### config.mk
export PLATFORM = sky130hd
export DESIGN_NAME = red_pitaya_fads_sort_pulse
export DESIGN_NICKNAME = d
export VERILOG_FILES = /design/src/rtl/red_pitaya_fads_sort_pulse_pkg.sv /design/src/rtl/red_pitaya_fads_burst_gen.sv /design/src/rtl/red_pitaya_fads_sort_pulse.sv
export SDC_FILE = /design/constraint.sdc
export NUM_CORES = 1
export LEC_CHECK = 0
export CAP_MARGIN = 10
export CORE_UTILIZATION = 38
export CTS_CLUSTER_SIZE = 30
export DETAILED_ROUTE_END_ITERATION = 10
export SETUP_SLACK_MARGIN = 0.4
export SYNTH_ARGS = -nofsm -noshare
export SYNTH_HDL_FRONTEND = slang
export SYNTH_SLANG_ARGS = --single-unit
### constraint.sdc
create_clock -name adc_clk_i -period 7.04 [get_ports adc_clk_i]
set_clock_uncertainty 0.2 [all_clocks]
set_input_delay 1.408 -clock adc_clk_i [delete_from_list [all_inputs] [get_ports adc_clk_i]]
set_output_delay 1.408 -clock adc_clk_i [all_outputs]
set_load 0.005 [all_outputs]
### src/rtl/red_pitaya_fads_sort_pulse_pkg.sv
// Shared constants for the FADS sort-pulse actuator: register offsets,
// state encodings and reset defaults.
package red_pitaya_fads_sort_pulse_pkg;

    localparam logic [19:0] REG_CTRL        = 20'h00;
    localparam logic [19:0] REG_DELAY       = 20'h04;
    localparam logic [19:0] REG_DURATION    = 20'h08;
    localparam logic [19:0] REG_HALF_PERIOD = 20'h0C;
    localparam logic [19:0] REG_AMPLITUDE   = 20'h10;
    localparam logic [19:0] REG_HOLDOFF     = 20'h14;
    localparam logic [19:0] REG_FIRED_CNT   = 20'h18;
    localparam logic [19:0] REG_DROPPED_CNT = 20'h1C;
    localparam logic [19:0] REG_STATUS      = 20'h20;

    localparam logic [31:0] DEF_DURATION    = 32'd1000;
    localparam logic [31:0] DEF_HALF_PERIOD = 32'd50;
    localparam logic [31:0] DEF_HOLDOFF     = 32'd1000;

    typedef enum logic [1:0] {
        ST_IDLE    = 2'd0,
        ST_DELAY   = 2'd1,
        ST_FIRE    = 2'd2,
        ST_HOLDOFF = 2'd3
    } state_t;

endpackage

### src/rtl/red_pitaya_fads_burst_gen.sv
// Gated square-wave generator: while run is high emits +amp / (-amp or 0),
// toggling every max(half_period,1) samples, starting on the positive phase.
module red_pitaya_fads_burst_gen #(
    parameter int DWT = 14,
    parameter int HPW = 16
) (
    input  logic                  clk,
    input  logic                  rstn,
    input  logic                  run,
    input  logic signed [DWT-1:0] amp,
    input  logic        [HPW-1:0] half_period,
    input  logic                  bipolar,
    output logic signed [DWT-1:0] sample
);

    localparam logic signed [DWT-1:0] AMP_MIN = {1'b1, {(DWT-1){1'b0}}};
    localparam logic signed [DWT-1:0] AMP_MAX = {1'b0, {(DWT-1){1'b1}}};

    logic        [HPW-1:0] hp_cnt_reg;
    logic                  phase_reg;
    logic        [HPW-1:0] hp_last;
    logic signed [DWT-1:0] low_level;

    // Negating the most negative code would wrap, so it clips to full scale.
    always_comb begin
        hp_last   = (half_period == '0) ? '0 : half_period - HPW'(1);
        low_level = '0;
        if (bipolar)
            low_level = (amp == AMP_MIN) ? AMP_MAX : -amp;
    end

    always_ff @(posedge clk) begin
        if (!rstn || !run) begin
            hp_cnt_reg <= '0;
            phase_reg  <= 1'b1;
            sample     <= '0;
        end else begin
            sample <= phase_reg ? amp : low_level;
            if (hp_cnt_reg == hp_last) begin
                hp_cnt_reg <= '0;
                phase_reg  <= ~phase_reg;
            end else begin
                hp_cnt_reg <= hp_cnt_reg + HPW'(1);
            end
        end
    end

endmodule

### src/rtl/red_pitaya_fads_sort_pulse.sv
// FADS sort actuator: trigger -> delay -> square-wave burst -> holdoff,
// with a system-bus register bank and fired/dropped event counters.
module red_pitaya_fads_sort_pulse
    import red_pitaya_fads_sort_pulse_pkg::*;
#(
    parameter int DWT = 14,
    parameter int MEM = 32,
    parameter int HPW = 16
) (
    input  logic                  adc_clk_i,
    input  logic                  adc_rstn_i,
    input  logic                  sort_trig_i,
    output logic signed [DWT-1:0] dac_o,
    output logic                  busy_o,
    input  logic           [31:0] sys_addr,
    input  logic           [31:0] sys_wdata,
    input  logic            [3:0] sys_sel,
    input  logic                  sys_wen,
    input  logic                  sys_ren,
    output logic           [31:0] sys_rdata,
    output logic                  sys_err,
    output logic                  sys_ack
);

    localparam logic [MEM-1:0] ONE = MEM'(1);

    state_t                state_reg;
    logic        [MEM-1:0] tmr_reg;
    logic        [MEM-1:0] delay_s, duration_s;
    logic        [HPW-1:0] half_period_s;
    logic signed [DWT-1:0] amp_s;
    logic                  bipolar_s;

    logic                  enable_reg, bipolar_reg, trig_q;
    logic        [MEM-1:0] delay_reg, duration_reg, holdoff_reg;
    logic        [HPW-1:0] half_period_reg;
    logic signed [DWT-1:0] amplitude_reg;
    logic        [MEM-1:0] fired_cnt_reg, dropped_cnt_reg;
    logic        [MEM-1:0] fired_next, dropped_next;

    logic [19:0] addr;
    logic        req, fire_entry, drop, clr_fired, clr_dropped;
    logic [31:0] rdata_next;
    logic [35:0] unused_bits;

    assign addr        = sys_addr[19:0];
    assign unused_bits = {sys_sel, sys_addr[31:20], sys_wdata[31:12]};
    assign busy_o      = (state_reg != ST_IDLE);
    assign sys_err     = 1'b0;

    always_comb begin
        req         = (sort_trig_i && !trig_q)
                    || (sys_wen && addr == REG_CTRL && sys_wdata[1]);
        fire_entry  = enable_reg && state_reg == ST_DELAY
                    && tmr_reg == delay_s && duration_s != '0;
        drop        = req && enable_reg && state_reg != ST_IDLE;
        clr_fired   = sys_wen && addr == REG_FIRED_CNT;
        clr_dropped = sys_wen && addr == REG_DROPPED_CNT;

        // A clear coinciding with an increment leaves exactly one event.
        fired_next = fired_cnt_reg;
        if (clr_fired)
            fired_next = fire_entry ? ONE : '0;
        else if (fire_entry && fired_cnt_reg != '1)
            fired_next = fired_cnt_reg + ONE;

        dropped_next = dropped_cnt_reg;
        if (clr_dropped)
            dropped_next = drop ? ONE : '0;
        else if (drop && dropped_cnt_reg != '1)
            dropped_next = dropped_cnt_reg + ONE;

        rdata_next = '0;
        case (addr)
            REG_CTRL:        rdata_next = 32'({bipolar_reg, 1'b0, enable_reg});
            REG_DELAY:       rdata_next = 32'(delay_reg);
            REG_DURATION:    rdata_next = 32'(duration_reg);
            REG_HALF_PERIOD: rdata_next = 32'(half_period_reg);
            REG_AMPLITUDE:   rdata_next = 32'(amplitude_reg);
            REG_HOLDOFF:     rdata_next = 32'(holdoff_reg);
            REG_FIRED_CNT:   rdata_next = 32'(fired_cnt_reg);
            REG_DROPPED_CNT: rdata_next = 32'(dropped_cnt_reg);
            REG_STATUS:      rdata_next = 32'({busy_o, state_reg});
            default:         rdata_next = '0;
        endcase
    end

    always_ff @(posedge adc_clk_i) begin
        if (!adc_rstn_i) begin
            state_reg     <= ST_IDLE;
            tmr_reg       <= '0;
            delay_s       <= '0;
            duration_s    <= '0;
            half_period_s <= '0;
            amp_s         <= '0;
            bipolar_s     <= 1'b0;
        end else if (state_reg != ST_IDLE && !enable_reg) begin
            state_reg <= ST_IDLE;
            tmr_reg   <= '0;
        end else begin
            case (state_reg)
                ST_IDLE: if (req && enable_reg) begin
                    delay_s       <= delay_reg;
                    duration_s    <= duration_reg;
                    half_period_s <= half_period_reg;
                    amp_s         <= amplitude_reg;
                    bipolar_s     <= bipolar_reg;
                    tmr_reg       <= '0;
                    state_reg     <= ST_DELAY;
                end
                ST_DELAY: if (tmr_reg == delay_s) begin
                    tmr_reg   <= '0;
                    state_reg <= (duration_s == '0) ? ST_HOLDOFF : ST_FIRE;
                end else begin
                    tmr_reg <= tmr_reg + ONE;
                end
                ST_FIRE: if (tmr_reg == duration_s - ONE) begin
                    tmr_reg   <= '0;
                    state_reg <= ST_HOLDOFF;
                end else begin
                    tmr_reg <= tmr_reg + ONE;
                end
                ST_HOLDOFF: if (holdoff_reg == '0 || tmr_reg == holdoff_reg - ONE) begin
                    tmr_reg   <= '0;
                    state_reg <= ST_IDLE;
                end else begin
                    tmr_reg <= tmr_reg + ONE;
                end
                default: state_reg <= ST_IDLE;
            endcase
        end
    end

    always_ff @(posedge adc_clk_i) begin
        if (!adc_rstn_i) begin
            enable_reg      <= 1'b0;
            bipolar_reg     <= 1'b0;
            delay_reg       <= '0;
            duration_reg    <= MEM'(DEF_DURATION);
            half_period_reg <= HPW'(DEF_HALF_PERIOD);
            amplitude_reg   <= '0;
            holdoff_reg     <= MEM'(DEF_HOLDOFF);
            fired_cnt_reg   <= '0;
            dropped_cnt_reg <= '0;
            trig_q          <= 1'b0;
            sys_ack         <= 1'b0;
            sys_rdata       <= '0;
        end else begin
            trig_q          <= sort_trig_i;
            sys_ack         <= sys_wen || sys_ren;
            sys_rdata       <= rdata_next;
            fired_cnt_reg   <= fired_next;
            dropped_cnt_reg <= dropped_next;
            if (sys_wen) begin
                case (addr)
                    REG_CTRL: begin
                        enable_reg  <= sys_wdata[0];
                        bipolar_reg <= sys_wdata[2];
                    end
                    REG_DELAY:       delay_reg       <= sys_wdata[MEM-1:0];
                    REG_DURATION:    duration_reg    <= sys_wdata[MEM-1:0];
                    REG_HALF_PERIOD: half_period_reg <= sys_wdata[HPW-1:0];
                    REG_AMPLITUDE:   amplitude_reg   <= sys_wdata[DWT-1:0];
                    REG_HOLDOFF:     holdoff_reg     <= sys_wdata[MEM-1:0];
                    default: ;
                endcase
            end
        end
    end

    red_pitaya_fads_burst_gen #(
        .DWT(DWT),
        .HPW(HPW)
    ) u_burst_gen (
        .clk         (adc_clk_i),
        .rstn        (adc_rstn_i),
        .run         (state_reg == ST_FIRE && enable_reg),
        .amp         (amp_s),
        .half_period (half_period_s),
        .bipolar     (bipolar_s),
        .sample      (dac_o)
    );

endmodule

==> impl_metrics.py, run 1 <==
metrics = {
    "yosys": {
        "ys_seq_area_share_pct": 38.8,
        "yosys_warnings": 0,
        "netlist_area_mm2": 0.0199,
        "synthArstFlopShare_pct": 0,
        "synth_seq_cells": 386,
        "syn_inst": 2508,
        "synthFlopType": "dfxtp_1",
        "synth_top_cell_by_area": "dfxtp_1",
        "synth.avg_cell_area_um2": 7.94,
        "synth_edf_count": 0,
        "synth.distinct_cells": 79,
        "synth_top_area_share_pct": 38.8,
        "synthTopCellsByArea": "dfxtp_1, nand2_1, a21boi_0, xor2_1, xnor2_1",
        "synth_nets": 2594,
    },
    "power": {
        "comb_power_share_pct": 2.4,
        "power_mw": 4.76,
        "pwr-share-clk_pct": 51.7,
        "power_switching_mw": 1.02,
        "vdd_drop_max_mv": 0.244,
        "power_density_mw_per_mm2": 207,
        "seqPwrFrac_pct": 46.0,
        "p_leak_nw": 7.86,
        "p_int_mw": 3.73,
        "switching_share_pct": 21.5,
    },
    "cts": {
        "clock_sinks": 386,
        "clockBufferDepth": 3,
        "root_buffer": "clkbuf_16",
        "cts_tree": "done",
        "htree_levels": 2,
        "cts_setup_buffers": 0,
        "clk_latency_ns": 0.58,
        "ctsResizeCount": 0,
        "clkSlewWorstSetupHoldPaths_ns": 0.06,
        "numCtsBuffers": 44,
        "ctsHoldBuffers": 0,
    },
    "critical_path": {
        "rrSetupSlack_ns": 2.27,
        "crit_fanout": 11,
        "crit_arrival_ns": 5.26,
        "path_buf_inv": 3,
        "rr_startpoint": "duration_s[6]$_SDFFE_PN0P_",
        "r2r_end": "fired_cnt_reg[30]$_SDFFE_PN0P_",
        "cp.depth": 12,
        "crit_type": "in -> reg",
        "reg2reg_depth": 9,
        "worst_setup_path_end_kind": "flop",
        "crit_path_cell_trace": "clkdlybuf4s50_1 > nor4_1 > nand4_1 > buf_4 > o41ai_1 > nand2_1 > o31ai_1 > buf_4 > nor2b_1 > nand4_1 > xor2_1 > nor2_1",
        "critPathTopFamily": "simple AND/OR/NAND/NOR gates",
        "endpoint": "dropped_cnt_reg[19]$_SDFFE_PN0P_",
        "crit_start": "sys_addr[13]",
        "required_ns": 7.26,
        "slowest_stage": "o41ai_1",
        "slowest_delay_ns": 0.84,
        "cp-start-kind": "input port",
    },
    "floorplanning": {
        "initial_core_util_pct": 38.7,
        "die-area_mm2": 0.0534,
        "io_pins": 122,
        "die_y_um": 231,
        "coreArea_mm2": 0.0515,
        "die_w_um": 231,
        "fp-row-count": 83,
    },
    "drt": {
        "drt-wirelength-per-cell_um": 20.5,
        "antenna_left": 0,
        "drt_pre_antenna_iters": 9,
        "drc": 0,
        "drt-initial-drc-count": 1728,
        "routed_wl_mm": 66.1,
        "dr_total_vias": 18653,
        "drt-vias-per-instance": 5.78,
    },
    "sta": {
        "fin_tns_setup_ns": 0,
        "finalCritPeriodShare_pct": 71.6,
        "min_period_ns": 5.04,
        "slew_headroom_pct": 25.4,
        "setup-violations-final": 0,
        "hold_violations": 0,
        "rsz0062_at_grt": "no",
        "timing.fmax_mhz": 198,
        "slew_viol_final": 0,
        "worst_pin_slew_ns": 1.12,
    },
    "grt": {
        "grt_usage_pct": 24.4,
        "overflow": 0,
        "first_global_vias": 17265,
        "grt_pass1_wl_mm": 102,
        "grt_max_degree": 119,
        "antenna_found_initial": 0,
    },
    "status": {
        "outcome": "finished, final reports clean",
    },
    "job": {
        "drv_cap": 0,
    },
    "layout": {
        "layout.cells.non_filler": 3227,
        "drive_gt1_share_pct": 5.73,
        "nets": 2599,
        "diodes": 0,
        "postLayoutCoreUtil_pct": 44.6,
        "area_growth_pct": 15.2,
    },
    "placed_design": {
        "numPortBuffers": 104,
        "dp_hpwl_mm": 47.9,
        "dp_cells": 3147,
        "place_congestion": 0.906,
    },
    "min_path": {
        "hp-class": "reg -> reg",
    },
}
-- stage by stage --
step | area, µm² | hold slack (ns) | setup slack, ns
after global placement | 21400 | 0.266 | 1.48
after global routing | 23000 | 0.301 | 1.66
after CTS | 23000 | 0.284 | 2.05
final | 23000 | 0.281 | 2.00
after floorplan | 19900 | 0.254 | 3.07
after detailed placement | 21400 | 0.275 | 1.45
-- routing by layer --
metal / vias up / track usage, % / wire, µm
li1: 8842 / - / -
met1: 8988 / 33.7 / 29300
met2: 721 / 38.8 / 29800
met3: 102 / 4.10 / 5360
met4: 0 / 7.02 / 1640
met5: - / 0 / 0
-- tightest hold or removal path, delay by kind of cell (launching register included) --
family | cells | cell delay, ns
AOI/OAI and AO/OA | 1 | 0.06
DFF | 1 | 0.32
and+or+nand+nor | 1 | 0.05
-- cells in the final DEF, fill, tap and decap left out, types with 9 or more instances in the layout --
| cell type | instances |
|---|---|
| nand2_1 | 574 |
| dfxtp_1 | 386 |
| a21boi_0 | 208 |
| nor2_1 | 141 |
| xor2_1 | 106 |
| clkdlybuf4s50_1 | 103 |
| xnor2_1 | 82 |
| nand3_1 | 68 |
| nor3_1 | 60 |
| a21oi_1 | 51 |
| or3_1 | 50 |
| a22oi_1 | 50 |
| nor4_1 | 46 |
| nand4_1 | 46 |
| clkbuf_16 | 46 |
| o21ai_0 | 45 |
| inv_1 | 38 |
| a31oi_1 | 33 |
| buf_4 | 32 |
| a222oi_1 | 29 |
| and3_1 | 23 |
| nand2b_1 | 20 |
| and2_1 | 18 |
| a21o_1 | 18 |
| a221oi_1 | 18 |
| or2_2 | 13 |
| ha_1 | 13 |
| nor2b_1 | 12 |
| or4_1 | 10 |
| mux2i_1 | 10 |
| a211oi_1 | 10 |
| o211ai_1 | 9 |
| and4_1 | 9 |
| a221o_1 | 9 |
| clkbuf_1 | 9 |
| clkinv_2 | 9 |
-- layout make-up --
| class | instances | area (µm²) |
|---|---|---|
| Fill cell | 5223 | 28600 |
| Sequential cell | 386 | 7730 |
| Multi-Input combinational cell | 1908 | 11400 |
| Tap cell | 680 | 851 |
| Clock buffer | 63 | 1290 |
| Timing Repair Buffer | 135 | 1270 |
| Clock inverter | 17 | 250 |
| Inverter | 38 | 143 |
-- logic make-up (layout without fill, tap and decap cells) --
logic type                 after synthesis  after routing  synth area share (%)
and+or+nand+nor                       1140           1140                  26.7
AOI/OAI and AO/OA                      548            548                  20.2
DFF                                    386            386                  38.8
buffers and inverters                  214            253                  4.11
xor gates and xnor gates               190            190                  8.50
muxes                                   16             16                 0.841
adders and majority gates               13             13                 0.816
other                                    1              1                0.0188
-- how the worst min path moves through the flow --
stage	startpoint	depth (start not counted)	end
floorplan	duration_reg[31]$_SDFFE_PN0P_	2	duration_s[31]$_SDFFE_PN0P_
global placement	delay_s[15]$_SDFFE_PN0P_	2	delay_s[15]$_SDFFE_PN0P_
detailed placement	delay_s[14]$_SDFFE_PN0P_	2	delay_s[14]$_SDFFE_PN0P_
CTS	delay_reg[30]$_SDFFE_PN0P_	2	delay_s[30]$_SDFFE_PN0P_
global route	delay_s[14]$_SDFFE_PN0P_	2	delay_s[14]$_SDFFE_PN0P_
finish	delay_s[14]$_SDFFE_PN0P_	2	delay_s[14]$_SDFFE_PN0P_
-- synthesized netlist by cell type, drive strengths merged (12+ instances only) --
master    n
dfxtp   386
a21o     18
nor2b    12
xor2    106
clkbuf  162
nand2b   20
nand2   574
nor4     50
nand3    69
o21ai    48
and3     23
a21boi  208
inv      38
and2     20
a31oi    33
or2      14
nand4    46
ha       13
or3      50
a22oi    50
buf      14
a221oi   18
a222oi   29
nor2    146
xnor2    82
or4      13
a21oi    51
nor3     60
-- power groups by stage --
stage	clock, mW	combinational (mW)	sequential (mW)
global placement	0	0.109	2.24
finish	2.46	0.112	2.19
floorplan	0	0.0443	2.23
detailed placement	0	0.110	2.24
CTS	2.50	0.110	2.19
global route	2.59	0.116	2.19
(Power assumes the default switching activity.)
==> run 2, diff against run 1 <==
==> constraint.sdc (replaced) <==
create_clock -name adc_clk_i -period 5.3 [get_ports adc_clk_i]
set_clock_uncertainty 0.2 [all_clocks]
set_input_delay 1.06 -clock adc_clk_i [delete_from_list [all_inputs] [get_ports adc_clk_i]]
set_output_delay 1.06 -clock adc_clk_i [all_outputs]
set_load 0.005 [all_outputs]
==> impl_metrics.py, run 2 (synthesis results as in run 1) <==
metrics = {
    "sta": {
        "slew_headroom_pct": 26.4,
        "hold_violations": 0,
        "fin_tns_setup_ns": 0,
        "timing.fmax_mhz": 220,
        "worst_pin_slew_ns": 1.10,
        "min_period_ns": 4.54,
        "rsz0062_at_grt": "no",
        "slew_viol_final": 0,
        "setup-violations-final": 0,
        "finalCritPeriodShare_pct": 85.7,
    },
    "grt": {
        "grt_max_degree": 96,
        "antenna_found_initial": 1,
        "first_global_vias": 16997,
        "overflow": 0,
        "grt_usage_pct": 24.2,
        "grt_pass1_wl_mm": 101,
    },
    "cts": {
        "clock_sinks": 386,
        "clockBufferDepth": 3,
        "htree_levels": 2,
        "root_buffer": "clkbuf_16",
        "ctsHoldBuffers": 0,
        "clk_latency_ns": 0.58,
        "cts_tree": "done",
        "cts_setup_buffers": 0,
        "clkSlewWorstSetupHoldPaths_ns": 0.06,
        "ctsResizeCount": 0,
        "numCtsBuffers": 43,
    },
    "layout": {
        "diodes": 0,
        "fill_cells": 5158,
        "area_growth_pct": 15.3,
        "mostFrequentLayoutCells": "nand2_1, dfxtp_1, a21boi_0",
        "final_common_cell": "nand2_1",
        "drive_gt1_share_pct": 6.22,
        "nets": 2612,
    },
    "floorplanning": {
        "fp-row-count": 83,
        "io_pins": 122,
        "coreArea_mm2": 0.0515,
        "initial_core_util_pct": 38.7,
        "die-area_mm2": 0.0534,
        "die_y_um": 231,
        "die_w_um": 231,
    },
    "critical_path": {
        "crit_arrival_ns": 4.79,
        "cp-start-kind": "flop",
        "crit_type": "reg -> reg",
        "slowest_delay_ns": 0.84,
        "worst_setup_path_end_kind": "flop",
        "crit_path_cell_trace": "nor4_2 > nand4_1 > nor4b_1 > xnor2_1 > nand4_1 > or4_4 > o31ai_4 > buf_4 > a211oi_1 > a221o_1",
        "crit_fanout": 22,
        "required_ns": 5.55,
        "critical_path.most_common_cell": "nand4_1",
        "slowest_stage": "nor4_2",
    },
    "power": {
        "power_density_mw_per_mm2": 267,
        "vdd_drop_max_mv": 0.276,
        "power_mw": 6.14,
        "p_leak_nw": 7.88,
    },
    "drt": {
        "drt_pre_antenna_iters": 9,
        "dr_total_vias": 18565,
        "drc": 0,
        "antenna_left": 0,
        "drt-wirelength-per-cell_um": 20.4,
        "routed_wl_mm": 66.1,
        "drt-initial-drc-count": 1747,
        "drt-vias-per-instance": 5.73,
    },
    "placed_design": {
        "place_congestion": 0.844,
        "dp_hpwl_mm": 48.0,
        "numPortBuffers": 104,
    },
    "min_path": {
        "hp-class": "reg -> reg",
    },
    "job": {
        "drv_cap": 0,
    },
    "status": {
        "outcome": "finished, final reports clean",
    },
}
-- run 2: cell count changes in the layout (fill, tap and decap cells not counted), sizes merged --
cell | previous run | this run
inv | 38 | 40
bufinv | 6 | 4
clkinv | 11 | 9
buf | 32 | 46
clkinvlp | 0 | 3
clkbuf | 63 | 59
-- run 2: routing by layer --
layer | wire length (µm) | track usage [%] | up-vias
li1 | - | - | 8876
met1 | 30200 | 34.3 | 8928
met2 | 30000 | 38.5 | 675
met3 | 4680 | 3.43 | 86
met4 | 1330 | 5.98 | 0
met5 | 0 | 0 | -
-- run 2: final timing paths --
path	startpoint	to	depth (start not counted)	slack (ns)
setup / recovery	duration_s[2]$_SDFFE_PN0P_	tmr_reg[16]$_SDFFE_PP0N_	10	0.76
hold / removal	delay_s[29]$_SDFFE_PN0P_	delay_s[29]$_SDFFE_PN0P_	2	0.28
setup reg to reg	duration_s[2]$_SDFFE_PN0P_	tmr_reg[16]$_SDFFE_PP0N_	10	0.76
hold reg to reg	delay_s[29]$_SDFFE_PN0P_	delay_s[29]$_SDFFE_PN0P_	2	0.28
-- run 2: per-stage QoR --
step | area (µm²) | setup slack (ns) | hold slack [ns] | util [%] | std cells
2_1_floorplan | 19900 | 1.57 | 0.254 | - | 2508
3_3_place_gp | 21500 | 0.477 | 0.269 | 41.8 | 3161
3_5_place_dp | 21500 | 0.426 | 0.273 | 41.8 | 3161
4_1_cts | 23000 | 0.755 | 0.281 | 44.6 | 3238
5_1_grt | 23000 | 0.466 | 0.288 | 44.6 | 3238
6_report | 23000 | 0.760 | 0.278 | 44.6 | 3238
-- run 2: area by class of cell --
| class | count | area, µm² | share of cell area (%) |
|---|---|---|---|
| clock inverters | 18 | 216 | 0.942 |
| flip-flops and latches | 386 | 7730 | 33.6 |
| well taps | 680 | 851 | 3.70 |
| multi-input cells | 1908 | 11400 | 49.7 |
| inverters | 38 | 143 | 0.621 |
| repair buffers | 149 | 1390 | 6.05 |
| clock buffers | 59 | 1230 | 5.34 |
-- run 2: worst max-delay path, delay by kind of cell, from the launching register on --
family,cells,cell delay [ns]
buffers and inverters,1,0.36
AOI/OAI and AO/OA,3,0.86
xor gates and xnor gates,1,0.24
DFF,1,0.39
and+or+nand+nor,5,2.36
-- run 2: report_power, final --
part | total, mW | internal (mW) | leakage, nW | switching, mW
clock network | 3.09 | 1.82 | 0.709 | 1.27
logic | 0.146 | 0.0660 | 4.06 | 0.0798
registers | 2.90 | 2.90 | 3.11 | 0.00223
